===== src/rtl/serial_subtractor_if.sv =====
// Handshake and operand/result bundle for serial_subtractor.
// master: requester (drives start/operands); slave: the subtractor.
interface serial_subtractor_if #(
  parameter int BW = 32,
  parameter int DW = 8
) ();
  logic          start;
  logic [BW-1:0] A;
  logic [BW-1:0] B;
  logic          bin;
  logic          busy;
  logic          done;
  logic [BW-1:0] diff;
  logic          bout;
  logic          ovf;

  modport master (
    output start, A, B, bin,
    input  busy, done, diff, bout, ovf
  );

  modport slave (
    input  start, A, B, bin,
    output busy, done, diff, bout, ovf
  );
endinterface


===== src/rtl/serial_subtractor.sv =====
// Multi-cycle A - B - bin, DW bits per clock, LSB slice first.
// Optional signed overflow output: define SERIAL_SUB_OVERFLOW_EN.
module serial_subtractor #(
  parameter int BW = 32,
  parameter int DW = 8
) (
  input  logic              CLK,
  input  logic              RESETn,
  serial_subtractor_if.slave sif
);
  localparam int N  = BW / DW;
  localparam int CW = (N > 1) ? $clog2(N) : 1;

  typedef enum logic {IDLE, RUN} state_t;

  state_t        state;
  logic [CW-1:0] cnt;
  logic [BW-1:0] a_sh;
  logic [BW-1:0] b_sh;
  logic [BW-1:0] r_sh;
  logic          borrow;
  logic          busy_q;
  logic          done_q;
  logic [BW-1:0] diff_q;
  logic          bout_q;

  logic [DW:0]   slice;
  logic [BW-1:0] r_next;
  logic          last;

  // Operands shift right so the current slice always sits at bit 0;
  // results enter at the top so the word is aligned after N slices.
  always_comb begin
    slice  = {1'b0, a_sh[DW-1:0]} - {1'b0, b_sh[DW-1:0]} - {{DW{1'b0}}, borrow};
    r_next = (r_sh >> DW) | (BW'(slice[DW-1:0]) << (BW - DW));
    last   = (cnt == CW'(N - 1));
  end

  always_ff @(posedge CLK or negedge RESETn) begin
    if (!RESETn) begin
      state  <= IDLE;
      cnt    <= '0;
      a_sh   <= '0;
      b_sh   <= '0;
      r_sh   <= '0;
      borrow <= 1'b0;
      busy_q <= 1'b0;
      done_q <= 1'b0;
      diff_q <= '0;
      bout_q <= 1'b0;
    end else begin
      done_q <= 1'b0;
      case (state)
        IDLE: begin
          if (sif.start) begin
            a_sh   <= sif.A;
            b_sh   <= sif.B;
            borrow <= sif.bin;
            cnt    <= '0;
            busy_q <= 1'b1;
            state  <= RUN;
          end
        end
        RUN: begin
          a_sh   <= a_sh >> DW;
          b_sh   <= b_sh >> DW;
          r_sh   <= r_next;
          borrow <= slice[DW];
          cnt    <= cnt + CW'(1);
          if (last) begin
            diff_q <= r_next;
            bout_q <= slice[DW];
            done_q <= 1'b1;
            busy_q <= 1'b0;
            state  <= IDLE;
          end
        end
        default: state <= IDLE;
      endcase
    end
  end

  assign sif.busy = busy_q;
  assign sif.done = done_q;
  assign sif.diff = diff_q;
  assign sif.bout = bout_q;

`ifdef SERIAL_SUB_OVERFLOW_EN
  logic a_msb;
  logic b_msb;
  logic ovf_q;

  // Sign bits are kept separately because the operand registers shift away.
  always_ff @(posedge CLK or negedge RESETn) begin
    if (!RESETn) begin
      a_msb <= 1'b0;
      b_msb <= 1'b0;
      ovf_q <= 1'b0;
    end else if (state == IDLE) begin
      if (sif.start) begin
        a_msb <= sif.A[BW-1];
        b_msb <= sif.B[BW-1];
      end
    end else if (last) begin
      ovf_q <= (a_msb ^ b_msb) & (slice[DW-1] ^ a_msb);
    end
  end

  assign sif.ovf = ovf_q;
`else
  assign sif.ovf = 1'b0;
`endif
endmodule

===== src/flat_wrapper.sv =====
// flat-port wrapper written by rule: the top's interface ports become plain ports
module serial_subtractor_flat 
#(
  parameter int BW = 32,
  parameter int DW = 8
)
  (CLK, RESETn, sif_start, sif_A, sif_B, sif_bin, sif_busy, sif_done, sif_diff, sif_bout, sif_ovf);
  serial_subtractor_if #(.BW(BW), .DW(DW)) sif_i ();
  input  logic CLK;
  input  logic RESETn;
  input wire logic [$bits(sif_i.start)-1:0] sif_start;
  input wire logic [$bits(sif_i.A)-1:0] sif_A;
  input wire logic [$bits(sif_i.B)-1:0] sif_B;
  input wire logic [$bits(sif_i.bin)-1:0] sif_bin;
  output wire logic [$bits(sif_i.busy)-1:0] sif_busy;
  output wire logic [$bits(sif_i.done)-1:0] sif_done;
  output wire logic [$bits(sif_i.diff)-1:0] sif_diff;
  output wire logic [$bits(sif_i.bout)-1:0] sif_bout;
  output wire logic [$bits(sif_i.ovf)-1:0] sif_ovf;
  assign sif_i.start = sif_start;
  assign sif_i.A = sif_A;
  assign sif_i.B = sif_B;
  assign sif_i.bin = sif_bin;
  assign sif_busy = sif_i.busy;
  assign sif_done = sif_i.done;
  assign sif_diff = sif_i.diff;
  assign sif_bout = sif_i.bout;
  assign sif_ovf = sif_i.ovf;
  serial_subtractor #(.BW(BW), .DW(DW)) u_core (.CLK(CLK), .RESETn(RESETn), .sif(sif_i));
endmodule

===== config.mk =====
export PLATFORM = sky130hd
export DESIGN_NAME = serial_subtractor_flat
export DESIGN_NICKNAME = d
export VERILOG_FILES = /design/src/rtl/serial_subtractor_if.sv /design/src/rtl/serial_subtractor.sv /design/src/flat_wrapper.sv
export SDC_FILE = /design/constraint.sdc
export NUM_CORES = 1
export LEC_CHECK = 0
export CAP_MARGIN = 40
export CORE_MARGIN = 3
export CORE_UTILIZATION = 50
export DETAILED_ROUTE_END_ITERATION = 6
export PLACE_DENSITY_LB_ADDON = 0.25
export SLEW_MARGIN = 20
export SYNTH_ARGS = -nofsm -noshare
export SYNTH_HDL_FRONTEND = slang
export SYNTH_SLANG_ARGS = --single-unit

===== constraint.sdc =====
create_clock -name CLK -period 6.1 [get_ports CLK]
set_clock_uncertainty 0.1 [all_clocks]
set_input_delay 0.915 -clock CLK [delete_from_list [all_inputs] [get_ports CLK]]
set_output_delay 0.915 -clock CLK [all_outputs]
set_load 0.02 [all_outputs]

==> results list <==
- Post-CTS setup repair buffer count: 0
- The initial antenna violation count is 0.
- Root cell of the clock tree: clkbuf_16
- Setup repair after global routing left no endpoint under its margin.
* Bufs on Longest Clock Path: 2
- During synthesis, Yosys emitted a total of 0 warnings.
- Flops & latches, synth: 127
- Among the stages of the critical path, the cell type that occurs most often is fa_1.
- Register-to-register path setup slack: 3.63 ns
- The area growth from synthesis to layout is 30.3%.
- Row generation in the floorplan step produced 38 rows.
- Std-Cell Core Area: 0.0110 mm²
- Net switching power of the design: 1560 µW
* Number of max-cap violations: 0
- On the critical path, the stage with the largest delay is an instance of fa_1.
* Leading post-synthesis cells by instance count: dfrtp_1, mux2i_1, nand2_1
- From left edge to right edge, the die measures 113 µm.
* Die Y: 113 µm
- Post-synthesis cell area: 0.00573 mm²
- I/O Pins: 104
- Worst-case reg-to-reg path depth: 7
* Maximum number of pins on one net before global-route repair: 91
* Cell count after synthesis: 486
* Syn_nets: 571
- Maximum operating frequency: 404 MHz
- The number of hold violations in the final report came to 0.
- The first detailed-routing pass took 4 iterations.
* Worst hold margin: 0.386 ns
* Placer congestion estimate: 0.796
- Dividing total power by cell area gives a power density of 594 mW/mm².
- Count of antenna diodes in the layout: 0
- The synthesized design spends more area on one cell type than any other, namely dfrtp_1.
- In the final layout, the share of cells above drive strength 1 is 0.153.
- For the worst setup path, the data arrival time is 2.66 ns.
- The path class of the tightest hold or removal check is flop to flop.
- Clock tree synthesis found a total of 127 sinks.
* Longest individual stage delay on the worst path: 0.47 ns
* Clock Power Share: 0.233
- After the first detailed-routing iteration, the DRC count stood at 189.
- Worst-path cell chain: inv_1, fa_1, fa_1, nor3b_1, o21ai_0, xor2_1, mux2_2
- Total Die Area: 0.0128 mm²
- Final routed wirelength across all metal layers: 11.3 mm
- In this run the tool buffered the top-level ports with 102 buffer cells.
* Worst endpoint required time: 6.29 ns
- The worst setup path is captured at a flop.
- After legalization and detailed placement, the total HPWL measured 7.68 mm.
* Max-slew headroom at the worst pin: 0.516
- In this run the static leakage power is 0.00342 µW.
- Endpoint of the worst setup timing path: u_core.sif.diff[30]
* Final Net Count: 667
* Cell area reported after detailed placement: 0.00685 mm²
- Counting flops with a built-in enable in the synthesized netlist gives 0.
- Portion of synthesized cell area occupied by the leading cell type: 0.554
- Mean area per synthesized cell: 11.8 µm²
* Crit Reg-Reg Startpoint: u_core.borrow
- Power share of the sequential group: 0.328
- The H-tree was split into 4 levels.
- The most critical setup path has its startpoint at u_core.borrow.
* CP Class: flop to flop
- Critical-path maximum fanout: 3
* Fraction of the yosys area taken by sequential cells: 0.554
- Fraction of power spent switching nets: 0.352
* Critical register-to-register path endpoint: u_core.sif.diff[30]
- Total routing usage reported by global routing: 0.188
* Worst-Margin Slew: 0.726 ns
- In the routed layout, each cell is associated on average with a via count of 5.20.
* Initial core utilization: 0.520
* Slew Viols, Final: 0
- Count of unresolved DRC violations after routing: 0
* Main area contributors after synthesis: dfrtp_1, mux2i_1, mux2_2, o21ai_0, nand2_1
* Result of the run: complete, no violations
- Global routing finished with a remaining overflow of 0.
- Combinational group share of total power: 0.439
- Dividing the final minimum period by the clock period gives 0.406.
* Number of clock buffers inserted by TritonCTS: 17
* Remaining number of nets flagged by the antenna check after routing: 0
- Setup violations remaining at the end of the flow were counted as 0.
- Detail-routed net length per standard cell: 15.4 µm
* Final design instance area without fill: 0.00747 mm²
- The via count of the first global-routing pass came to 4004.
- The later pin in the worst-skew pair is clocked with a latency of 0.41 ns.
- Post-CTS repair changed the size of 0 cells.
* Clock period minus final worst setup slack: 2.47 ns
* Count of different cell masters after synthesis: 41
* Fraction of registers with async set or reset after synthesis: 1.00
* Clock transition at the registers of the reported paths: 0.06 ns
* Post-Route Setup TNS: 0 ns
* Top-count cell post-synth: dfrtp_1
- CTS tree: built
- Number of hold buffers added after CTS: 0
- Via total after detailed routing: 3819
* Maximum vdd ir drop: 324 µV
* First-pass GRT wire length: 19.1 mm
- Leading register cell type out of synthesis: dfrtp_1
- The worst setup path is launched from a flop.
- Cell internal power was estimated by the tool at 2880 µW.
==> sequential cells by signal, summed over array words and instances, names as in the netlist <==
register	flops
u_core.a_sh	32
u_core.b_sh	32
u_core.state	1
u_core.sif.diff	32
u_core.cnt	2
u_core.sif.bout	1
u_core.sif.done	1
u_core.r_sh	24
u_core.sif.busy	1
u_core.borrow	1
==> layout make-up <==
type,count,area [µm²]
Tap cell,140,175
Inverter,24,90.1
Clock inverter,9,131
Multi-Input combinational cell,306,2320
Timing Repair Buffer,106,1080
Clock buffer,23,488
Sequential cell,127,3180
Fill cell,857,3560
==> critical path: cells and delay by family (launching register included) <==
| family | cells | cell delay (ns) |
|---|---|---|
| AO/OA/AOI/OAI | 1 | 0.18 |
| AND/OR/NAND/NOR | 1 | 0.31 |
| XOR/XNOR | 1 | 0.19 |
| buffers and inverters | 1 | 0.08 |
| adder cells (fa/ha/maj) | 2 | 0.91 |
| multiplexers | 1 | 0.28 |
| flip-flops | 1 | 0.32 |
==> layer usage <==
| metal | up-vias | GRT usage | part of all wire |
|---|---|---|---|
| li1 | 1861 | - | - |
| met1 | 1853 | 0.232 | 0.43 |
| met2 | 93 | 0.312 | 0.49 |
| met3 | 12 | 0.0663 | 0.063 |
| met4 | 0 | 0.0561 | 0.012 |
| met5 | - | 0 | 0 |
==> power groups by stage <==
stage	logic, µW	clock network, µW	registers [µW]
after floorplan	1280	0	1520
after global placement	1860	0	1450
after detailed placement	1960	0	1470
after CTS	1980	1050	1460
after global routing	2150	1090	1510
final	1950	1030	1460
==> layout by cell type (no fill, tap or decap), types with 4 or more instances in the layout <==
cell	instances
a21oi_1	6
clkbuf_16	17
clkbuf_8	4
clkdlybuf4s50_1	100
dfrtp_1	126
ha_1	15
inv_1	23
mux2_2	48
mux2i_1	65
nand2_1	55
nand3_1	4
nor2_1	27
o21ai_0	52
==> metrics by stage <==
step           worst slack (ns)  power (µW)   util  instances
2_1_floorplan              3.88        2810      -        486
3_3_place_gp               3.71        3310  0.617        701
3_5_place_dp               3.67        3430  0.621        703
4_1_cts                    3.66        4490  0.677        735
5_1_grt                    3.55        4740  0.677        735
6_report                   3.63        4440  0.677        735
==> cell families (layout without fill, tap and decap cells) <==
logic type,count (synthesis),in the layout,synth area share
mux,115,115,0.213
other cells,1,1,0.000654
buf+inv,53,162,0.0408
fa+ha+maj,17,17,0.0397
compound gates,70,70,0.0700
simple gates,97,97,0.0724
xor+xnor,6,6,0.00917
flops,127,127,0.554
==> worst min-delay path by stage <==
| stage | cells past startpoint | endpoint | slack (ns) | from |
|---|---|---|---|---|
| floorplan | 2 | u_core.a_sh[0] | 0.35 | u_core.a_sh[8] |
| global placement | 2 | u_core.a_sh[21] | 0.36 | u_core.a_sh[29] |
| detailed placement | 2 | u_core.a_sh[3] | 0.37 | u_core.a_sh[11] |
| CTS | 2 | u_core.a_sh[16] | 0.39 | u_core.a_sh[24] |
| global route | 1 | u_core.sif.diff[6] | 0.41 | u_core.r_sh[14] |
| finish | 2 | u_core.a_sh[11] | 0.39 | u_core.a_sh[19] |
Power figures use the tool's default switching activity.
